[config.mk]
export PLATFORM = sky130hd
export DESIGN_NAME = reg_arb
export DESIGN_NICKNAME = d
export VERILOG_FILES = /design/src/rtl/reg_arb.sv
export SDC_FILE = /design/constraint.sdc
export NUM_CORES = 1
export LEC_CHECK = 0
export CORE_ASPECT_RATIO = 0.8
export CORE_MARGIN = 1.5
export CORE_UTILIZATION = 35
export DETAILED_ROUTE_END_ITERATION = 12
export PLACE_DENSITY = 0.75
export SETUP_SLACK_MARGIN = 0.05
export SLEW_MARGIN = 40
export SYNTH_ARGS = -nofsm -noshare
export SYNTH_HDL_FRONTEND = slang
export SYNTH_SLANG_ARGS = --single-unit
[constraint.sdc]
create_clock -name clk -period 1.2 [get_ports clk]
set_clock_uncertainty 0.05 [all_clocks]
set_input_delay 0.18 -clock clk [delete_from_list [all_inputs] [get_ports clk]]
set_output_delay 0.18 -clock clk [all_outputs]
set_load 0.05 [all_outputs]
[src/rtl/reg_arb.sv]
// rtl/reg_arb.sv - two-port arbiter and access sequencer for the 16x8 register file
module reg_arb #(
   parameter bit FIXED_PRI = 1'b0
) (
   input  logic       clk,
   input  logic       rst,
   input  logic       req0,
   input  logic       req1,
   input  logic       we0,
   input  logic       we1,
   input  logic [3:0] addr0,
   input  logic [3:0] addr1,
   input  logic [7:0] wdata0,
   input  logic [7:0] wdata1,
   output logic       ack0,
   output logic       ack1,
   output logic [7:0] rdata,
   output logic       busy,
   output logic       rf_write,
   output logic       rf_read,
   output logic [7:0] rf_addr,
   output logic [7:0] rf_in,
   input  logic [7:0] rf_data
);

   typedef enum logic [1:0] {IDLE, ACCESS, RESP} state_t;

   state_t     state, state_nx;
   logic       last;
   logic       port;
   logic       grant;
   logic       win;
   logic       sel_we;
   logic [3:0] sel_addr;
   logic [7:0] sel_wdata;

   logic       ack0_nx, ack1_nx, busy_nx, rf_write_nx, rf_read_nx;
   logic [7:0] rf_addr_nx, rf_in_nx, rdata_nx;

   // On a conflict the port not granted last wins, unless port 0 has fixed priority.
   always_comb begin
      grant = req0 | req1;
      if (req0 && req1)
         win = FIXED_PRI ? 1'b0 : ~last;
      else
         win = req1;
      sel_we    = win ? we1    : we0;
      sel_addr  = win ? addr1  : addr0;
      sel_wdata = win ? wdata1 : wdata0;
   end

   always_ff @(posedge clk or posedge rst) begin
      if (rst)
         state <= IDLE;
      else
         state <= state_nx;
   end

   always_comb begin
      state_nx = state;
      case (state)
         IDLE:    if (grant) state_nx = ACCESS;
         ACCESS:  state_nx = RESP;
         RESP:    state_nx = IDLE;
         default: state_nx = IDLE;
      endcase
   end

   // Next values of the registered outputs; rf_addr/rf_in double as the latched request.
   always_comb begin
      ack0_nx     = (state == ACCESS) && !port;
      ack1_nx     = (state == ACCESS) && port;
      busy_nx     = (state_nx != IDLE);
      rf_write_nx = (state == IDLE) && grant && sel_we;
      rf_read_nx  = (state == IDLE) && grant && !sel_we;
      rf_addr_nx  = rf_addr;
      rf_in_nx    = rf_in;
      if (state == IDLE && grant) begin
         rf_addr_nx = {4'h0, sel_addr};
         rf_in_nx   = sel_wdata;
      end
      rdata_nx = (state == ACCESS && rf_read) ? rf_data : rdata;
   end

   always_ff @(posedge clk or posedge rst) begin
      if (rst) begin
         ack0     <= 1'b0;
         ack1     <= 1'b0;
         busy     <= 1'b0;
         rf_write <= 1'b0;
         rf_read  <= 1'b0;
         rf_addr  <= 8'h00;
         rf_in    <= 8'h00;
         rdata    <= 8'h00;
         last     <= 1'b1;
         port     <= 1'b0;
      end else begin
         ack0     <= ack0_nx;
         ack1     <= ack1_nx;
         busy     <= busy_nx;
         rf_write <= rf_write_nx;
         rf_read  <= rf_read_nx;
         rf_addr  <= rf_addr_nx;
         rf_in    <= rf_in_nx;
         rdata    <= rdata_nx;
         if (state == IDLE && grant) begin
            last <= win;
            port <= win;
         end
      end
   end

endmodule

==> run summary <==
OUTCOME
--------------------------------------------------------------------------------------------------------
Status                                                                                      complete, but fails checks
Violations in the final reports                                                             negative setup slack

GLOBAL ROUTING
--------------------------------------------------------------------------------------------------------
Global-route met3 utilization                                                                      4.95%
Largest net degree at the start of global routing                                                     30
Total congestion overflow after global routing                                                         0
Global-route layer with the greatest usage                                                          met2
Via count of the first global-routing pass                                                          1199
Met2 routing resource usage after global routing                                                   31.2%
Total global-route track usage                                                                     18.6%
Met1 usage                                                                                         22.8%
Global-route wire length before repair                                                           5730 µm
Number of antenna violations at the first check in global routing                                      0

SETUP PATH
--------------------------------------------------------------------------------------------------------
Critical path cell sequence                                                                 buf_4 > a21boi_4 > buf_6 > a22o_1
Worst-path cell with the longest stage delay                                                     dfstp_2
R2R Path Start                                                                                      last
Crit path from                                                                                      last
Delay of the slowest critical-path stage                                                         0.56 ns
Arrival time at the worst endpoint                                                               1.35 ns
Worst Path Class, Setup                                                                     register to register
Reg2reg setup slack                                                                             -0.04 ns
Startpoint kind of the worst setup timing path                                                  register
Crit Path Max Fanout                                                                                   6
Data required time of the worst path                                                             1.31 ns
Kind of end point of the critical path                                                          register

CLOCKING
--------------------------------------------------------------------------------------------------------
Root buffer cell                                                                                clkbuf_8
Longest Clk Path Bufs                                                                                  2
CTS tree                                                                                            done
Clock Sinks                                                                                           29
Latest clock arrival within the worst-skew pair                                                  0.27 ns
Post-CTS clock slew at the launch and capture registers of the worst setup and hold paths        0.06 ns
CTS H-tree lvls                                                                                        2
CTS Buf Count                                                                                          5
Number of buffers inserted by hold repair at cts                                                       0

FLOORPLANNING
--------------------------------------------------------------------------------------------------------
Number of placement rows                                                                              19
Y dimension of the die                                                                           57.4 µm
Die Span X                                                                                       70.9 µm
Die outline area                                                                                4070 µm²
Effective utilization at floorplan                                                                 37.2%
I/O Pins                                                                                              67
Core Area                                                                                       3470 µm²

STA
--------------------------------------------------------------------------------------------------------
Period minus WS final                                                                            1.24 ns
Unrepaired setup endpoints after global routing                                                      yes
Crit share post-route                                                                               104%
Maximum operating frequency                                                                      804 MHz
Setup slack of the critical path after layout                                                 -0.0440 ns
Post-route worst hold slack                                                                     0.193 ns
Final setup violating endpoints                                                                        5
Final Hold Fails                                                                                       0
Number of pins exceeding their max-slew limit in the final report                                      0

PLACEMENT
--------------------------------------------------------------------------------------------------------
Placed insts                                                                                         222
Placed cell areas                                                                               2270 µm²
IO Port Bufs                                                                                          62
Half-perimeter wire length of the detailed placement result                                      2610 µm
Setup Slack @ Placement                                                                        -0.332 ns
Final weighted congestion in routability-driven placement                                          0.694

LOGIC SYNTHESIS
--------------------------------------------------------------------------------------------------------
Share of the synthesized area in the top cell type                                                 54.2%
Total of flip-flops plus latches after synthesis                                                      29
Yosys warnings                                                                                         0
Cells after Synth                                                                                    114
Leading post-synthesis cells by cell area                                                   dfrtp_1 (54%), mux2_4 (9.3%), nand2_1 (7.3%), a31oi_1 (6.3%), a21oi_1 (5.0%)
Distinct cell type count of the synthesized netlist                                                   23
Synthesized area per cell                                                                       11.3 µm²
Yosys top cell by area                                                                           dfrtp_1
Post-synthesis sequential area ratio                                                               56.2%
Synthesized area                                                                                1290 µm²

ROUTING
--------------------------------------------------------------------------------------------------------
Count of unresolved DRC violations after routing                                                       0
Routed wire length                                                                               3510 µm
Vias                                                                                                1136
Routed length per placed instance                                                                14.9 µm
Antenna Nets Post-Route                                                                                0
Vias per inst                                                                                       4.83
Length of the first detailed-routing pass in iterations                                                4
Initial detailed-routing violation count                                                              65

FINISH
--------------------------------------------------------------------------------------------------------
Area grow syn2layout                                                                               89.6%
Most common library cell in the layout ignoring fill and taps                               clkdlybuf4s50_1
Post-layout instance count excluding filler cells                                                    235
Final #Nets                                                                                          230
Number of fill cells in the layout                                                                   224
Post-route standard cell area excluding fillers                                                 2450 µm²
Most frequent cells in the layout                                                           clkdlybuf4s50_1 (36), buf_12 (28), dfrtp_1 (27), nand2_1 (25), a31oi_1 (13)
Share of post-route cells with drive strength above 1                                              35.8%
ANT cells                                                                                              0

RUN
--------------------------------------------------------------------------------------------------------
Maxcap violations                                                                                      0

PWR
--------------------------------------------------------------------------------------------------------
Maximum VDD drop                                                                                 1540 µV
PwrDens                                                                                      3120 nW/µm²
Static leakage                                                                                   1.12 nW

HOLD PATH
--------------------------------------------------------------------------------------------------------
Path class of the lowest-slack min-delay path                                               input port to asynchronous set/reset pin

-- kinds of logic after synthesis --
group	after synthesis	share of synthesized area [%]
muxes	9	10.1
buffers and inverters	12	6.58
and+or+nand+nor	34	13.2
other	1	0.290
DFF	29	56.2
AOI/OAI and AO/OA	29	13.6
-- through the flow --
step / setup TNS [ns] / total power [mW] / util, %
after floorplan: 0 / 4.26 / -
after global placement: -3.86 / 6.55 / 65.5
after detailed placement: -4.63 / 6.66 / 65.5
after CTS: -0.127 / 7.59 / 70.0
after global routing: -0.669 / 7.94 / 70.6
final: -0.110 / 7.65 / 70.6
-- power breakdown --
part	switching (mW)	internal [mW]
Combinational	2.35	2.40
Clock	0.359	0.517
Sequential	0.551	1.47
Total	3.26	4.39
-- worst max-delay path, delay by kind of cell (launching register included) --
family                 cells  cell delay (ns)
flip-flops                 1             0.56
buffers and inverters      2             0.26
AO/OA/AOI/OAI              2             0.27
-- Yosys cell counts --
library cell	n
dfrtp_1	28
nand2_1	25
a21oi_1	13
a31oi_1	13
mux2_4	8
buf_4	6
and2_1	2
inv_4	2
nand2_4	2
nor2_1	2
a21bo_2	1
a21boi_2	1
a22o_1	1
buf_2	1
buf_6	1
clkbuf_4	1
conb_1	1
dfstp_2	1
inv_1	1
mux2i_1	1
nand2b_4	1
nor2_4	1
or2_4	1
-- what timing repair did --
action                                  CTS  global route
endpoints found under the setup margin   23            25
resized for setup                         4             3
pin swaps                                 6             5
setup buffers                             4             1
-- path summary, 6_finish.rpt --
path                       depth (start not counted)    endpoint
max in group asynchronous                          3        last
setup / recovery                                   4        port
hold reg to reg                                    1        ack0
setup reg to reg                                   4        port
hold / removal                                     3  rf_addr[0]
min in group clk                                   2        last
-- state kept, by name, summed over array words and instances (netlist names) --
signal,cells
rdata,8
rf_in,8
rf_addr,4
state,2
ack0,1
ack1,1
busy,1
last,1
port,1
rf_read,1
rf_write,1
-- area by class of cell --
cell class / count / area (µm²) / share of cell area, %
clock inverter: 1 / 5.00 / 0.204
multi-input combinational: 76 / 522 / 21.3
inverter: 3 / 16.3 / 0.664
sequential: 29 / 728 / 29.7
tap: 42 / 52.6 / 2.14
timing repair buffer: 77 / 1030 / 42.1
clock buffer: 7 / 96.3 / 3.93
-- routing by layer --
metal	vias up	wire (µm)
met5	-	0
met4	0	51
met3	4	210
met2	45	1760
met1	549	1490
li1	538	-
No activity file was read; power rests on OpenSTA's default activity.
==> edit 1: new RTL, same flow settings <==
Reset style: synchronous (`rst`), changed in 2 clocked blocks.
--- a/src/rtl/reg_arb.sv
+++ b/src/rtl/reg_arb.sv
@@ -50,5 +50,5 @@
    end
 
-   always_ff @(posedge clk or posedge rst) begin
+   always_ff @(posedge clk) begin
       if (rst)
          state <= IDLE;
@@ -83,5 +83,5 @@
    end
 
-   always_ff @(posedge clk or posedge rst) begin
+   always_ff @(posedge clk) begin
       if (rst) begin
          ack0     <= 1'b0;
Formal check against the unedited RTL: differs if rst is asserted again (counterexample within 4 cycles, from zero or initial values and one cycle with rst high); with rst held inactive, the same outputs for 10 cycles.
==> edit 1 against the unedited design <==
The run still ends with negative setup slack left; cell area is 3.3% lower; worst setup slack better by 0.033 ns; synthesized area is 7.9% lower; routed wire length grew 19%; sequential cell count stayed put; non-clock buffer count down 6; critical path type unchanged; critical endpoint is now rf_read$_SDFF_PP0_; largest cell class unchanged; highest routed layer unchanged.
Power is not compared: it rests on default switching activity, and its combinational part moved more than twofold at a synthesized area within 25%.
==> edit 1: results <==
[grt]
grt_pass1_wl_mm = 5.67
grt_usage_pct = 21.5
grt_max_degree = 27
met1_usage_pct = 25.5

[run_status]
violations = "negative setup slack"
status = "finished, violations left"

[sta]
tns_ns = -0.0112
setup_viol = 1
setup_slack_ns = -0.0112

[cells_and_area]
clk_share_pct = 4.27
buffers = 71
sh_seq_area_pct = 24.9
inverters = 2
multi_input_area_share_pct = 26.3
multiInputCombCellCount = 90

[routing]
drtIter0Drc = 74
viasPerCell = 5.25
wl_met3_um = 294
m1WireLength_mm = 1.65
met2_wirelength_mm = 2.11

[placement]
hpwl_mm = 2.66
gp_congestion = 0.765
placedInstanceArea_um2 = 2140

[setup_path]
crit_path_max_incr_delay_ns = 0.36
crit_path_top_delay_cell = "dfxtp_4"
path_max_fanout = 4

[clocking]
ctsResizeCount = 11
post_cts_buffers = 0

[min_path]
worstHoldPathType = "in2reg"

[yosys]
ys_async_sr_fraction_pct = 0
ys_top_cells_by_area = "dfxtp_1, nand2_1, a311oi_1"
synth_top_cell_by_area = "dfxtp_1"
synth_compound_area_share_pct = 18.6
synthMuxAreaShare_pct = 7.57
-- edit 1: changes by cell type in the layout (fill, tap and decap cells not counted), sizes merged, moves of 2 or more --
cell	delta
mux2	-8
dfxtp	+29
mux2i	+8
a311oi	+12
nor3	+2
o21ai	+2
buf	-7
a31oi	-12
nor2	+9
dfrtp	-28
-- edit 1: per-stage QoR --
step | hold slack [ns] | util [%] | power, W | setup slack, ns | std cells
floorplan | 0.274 | - | 0.00156 | 0.0720 | 134
global placement | 0.381 | 67.7 | 0.00203 | -0.348 | 231
detailed placement | 0.392 | 67.7 | 0.00205 | -0.442 | 231
CTS | 0.321 | 72.1 | 0.00297 | 0.0363 | 239
global route | 0.351 | 75.2 | 0.00313 | -0.0316 | 240
finish | 0.333 | 75.2 | 0.00302 | -0.0112 | 240
-- edit 1: kinds of logic after synthesis --
logic type / Yosys count
AND/OR/NAND/NOR: 46
AO/OA/AOI/OAI: 31
flip-flops: 29
buffers and inverters: 15
multiplexers: 9
other: 1
-- edit 1: worst max-delay path: cells and delay by family (launching register included) --
| family | cells | cell delay, ns |
|---|---|---|
| simple gates | 1 | 0.22 |
| mux | 1 | 0.25 |
| flops | 1 | 0.36 |
| compound gates | 1 | 0.25 |
-- edit 1: final timing paths --
check | slack, ns | to | cells after the start | from
hold reg to reg | 0.43 | ack0$_SDFF_PP0_ | 1 | port$_SDFFE_PP0P_
setup / recovery | -0.01 | rf_read$_SDFF_PP0_ | 3 | last$_SDFFE_PP1P_
hold / removal | 0.33 | port$_SDFFE_PP0P_ | 3 | req1
setup reg to reg | -0.01 | rf_read$_SDFF_PP0_ | 3 | last$_SDFFE_PP1P_
==> edit 2: new RTL, same flow settings <==
Made on the original files. Change the parameter `FIXED_PRI` from 1'b0 to 1'b1.
--- a/src/rtl/reg_arb.sv
+++ b/src/rtl/reg_arb.sv
@@ -1,5 +1,5 @@
 // rtl/reg_arb.sv - two-port arbiter and access sequencer for the 16x8 register file
 module reg_arb #(
-   parameter bit FIXED_PRI = 1'b0
+   parameter bit FIXED_PRI = 1'b1
 ) (
    input  logic       clk,
Check against the original RTL: not equivalent (Yosys sat finds a counterexample within 10 cycles, from zero or initial values and one cycle with rst high).
==> edit 2 against the unedited design <==
The run still ends with negative setup slack left; largest power group unchanged; worst setup slack got worse by 0.071 ns; global-route usage increased by 1.9 points; total power decreased by 3.9%; first-iteration DRC count increased by 11%; critical path type unchanged; synthesized area decreased by 6.0%; worst hold slack got worse by 0.0029 ns; core utilization increased by 4.1 points; routed wire length increased by 11%; cell area decreased by 2.5%; sequential cell count decreased by 1; largest cell class unchanged; fmax decreased by 5.4%.
==> edit 2: results <==
[run_status]
violations = "negative setup slack"
status = "finished, violations left"

[routing]
wl_met3_um = 185
viasPerCell = 5.24
num_vias = 1117
m1WireLength_mm = 1.53
wirelength_mm = 3.88
met2_wirelength_mm = 2.08
drtIter0Drc = 72
firstDrtPassIters = 4

[grt]
use_met2_pct = 33.9
grt_pass1_wl_mm = 5.87
met1_usage_pct = 26.4
grt_util_met3_pct = 4.45
grt_usage_pct = 20.5

[power]
ir_drop_mv = 1.88
power_switching_w = 0.00312

[placement]
pre_cts_ws_ns = -0.235
hpwl_mm = 2.70
post-place-cells = 207
placedInstanceArea_um2 = 2210
gp_congestion = 0.785

[cells_and_area]
drive_gt1_share_pct = 37.6
nFillCells = 194
layout.nets = 212

[yosys]
yosysSeqAreaShare_pct = 57.7
synth_cells = 101
ys_ff_latch = 28
synth_compound_area_share_pct = 19.3
ys_top_cells_by_area = "dfrtp_1, a22oi_1, mux2_2"
synthMuxAreaShare_pct = 7.42
yosysUniqueCellTypes = 25
synth.cells.most_frequent = "dfrtp_1, a22oi_1, mux2_2"

[setup_path]
r2r-end = "rf_in[5]$_DFFE_PP0P_"
worst_r2r_path_depth = 5
cp.arrival_ns = 1.42
r2r_start = "state[1]$_DFF_PP0_"
path_max_fanout = 8
crit_path_top_delay_cell = "dfrtp_1"

[sta]
hold_ws_ns = 0.190
tns_ns = -1.58
setup_slack_ns = -0.115
setup_viol = 22

[clocking]
cts_buffers = 3
htreeDepth = 1
path_clk_slew_ns = 0.10
ctsResizeCount = 7
post_cts_buffers = 0
clock-root-buffer = "clkbuf_8"
## edit 2: cell types whose count changed after synthesis, sizes merged, moves of 7 or more
cell / before / now
nor2b: 0 / 7
nand2: 27 / 1
a21oi: 13 / 2
a31oi: 13 / 5
a22oi: 0 / 13
o2bb2ai: 0 / 7
## edit 2: power by group through the flow
stage	Sequential [W]	Clock [W]	Combinational (W)
after CTS	0.00191	0.000744	0.00453
final	0.00192	0.000734	0.00470
after global routing	0.00198	0.000794	0.00488
after global placement	0.00189	0	0.00432
after floorplan	0.00303	0	0.000919
after detailed placement	0.00190	0	0.00440
## edit 2: worst max-delay path by stage
stage                       start                endpoint  slack [ns]  cells past startpoint
6_report       state[1]$_DFF_PP0_    rf_in[5]$_DFFE_PP0P_       -0.12                      5
3_5_place_dp                 req0    rf_in[3]$_DFFE_PP0P_       -0.24                      4
5_1_grt        state[1]$_DFF_PP0_    rf_in[5]$_DFFE_PP0P_       -0.16                      5
4_1_cts        state[1]$_DFF_PP0_    rdata[0]$_DFFE_PP0P_        -0.1                      3
2_1_floorplan  state[1]$_DFF_PP0_  rf_addr[0]$_DFFE_PP0P_       -0.08                      5
3_3_place_gp                 req0    rf_in[5]$_DFFE_PP0P_       -0.17                      4
## edit 2: final cells by class
type / instances / area, um2 / area share (%)
repair buffers: 75 / 988 / 41.3
flip-flops and latches: 28 / 702 / 29.4
multi-input cells: 64 / 572 / 23.9
well taps: 40 / 50.0 / 2.09
clock buffers: 3 / 41.3 / 1.73
clock inverters: 1 / 30.0 / 1.26
inverters: 2 / 7.51 / 0.314
## edit 2: cells by family after synthesis
kind of cell,count (synthesis)
and+or+nand+nor,19
muxes,8
AOI/OAI and AO/OA,33
DFF,28
other,1
buffers and inverters,12
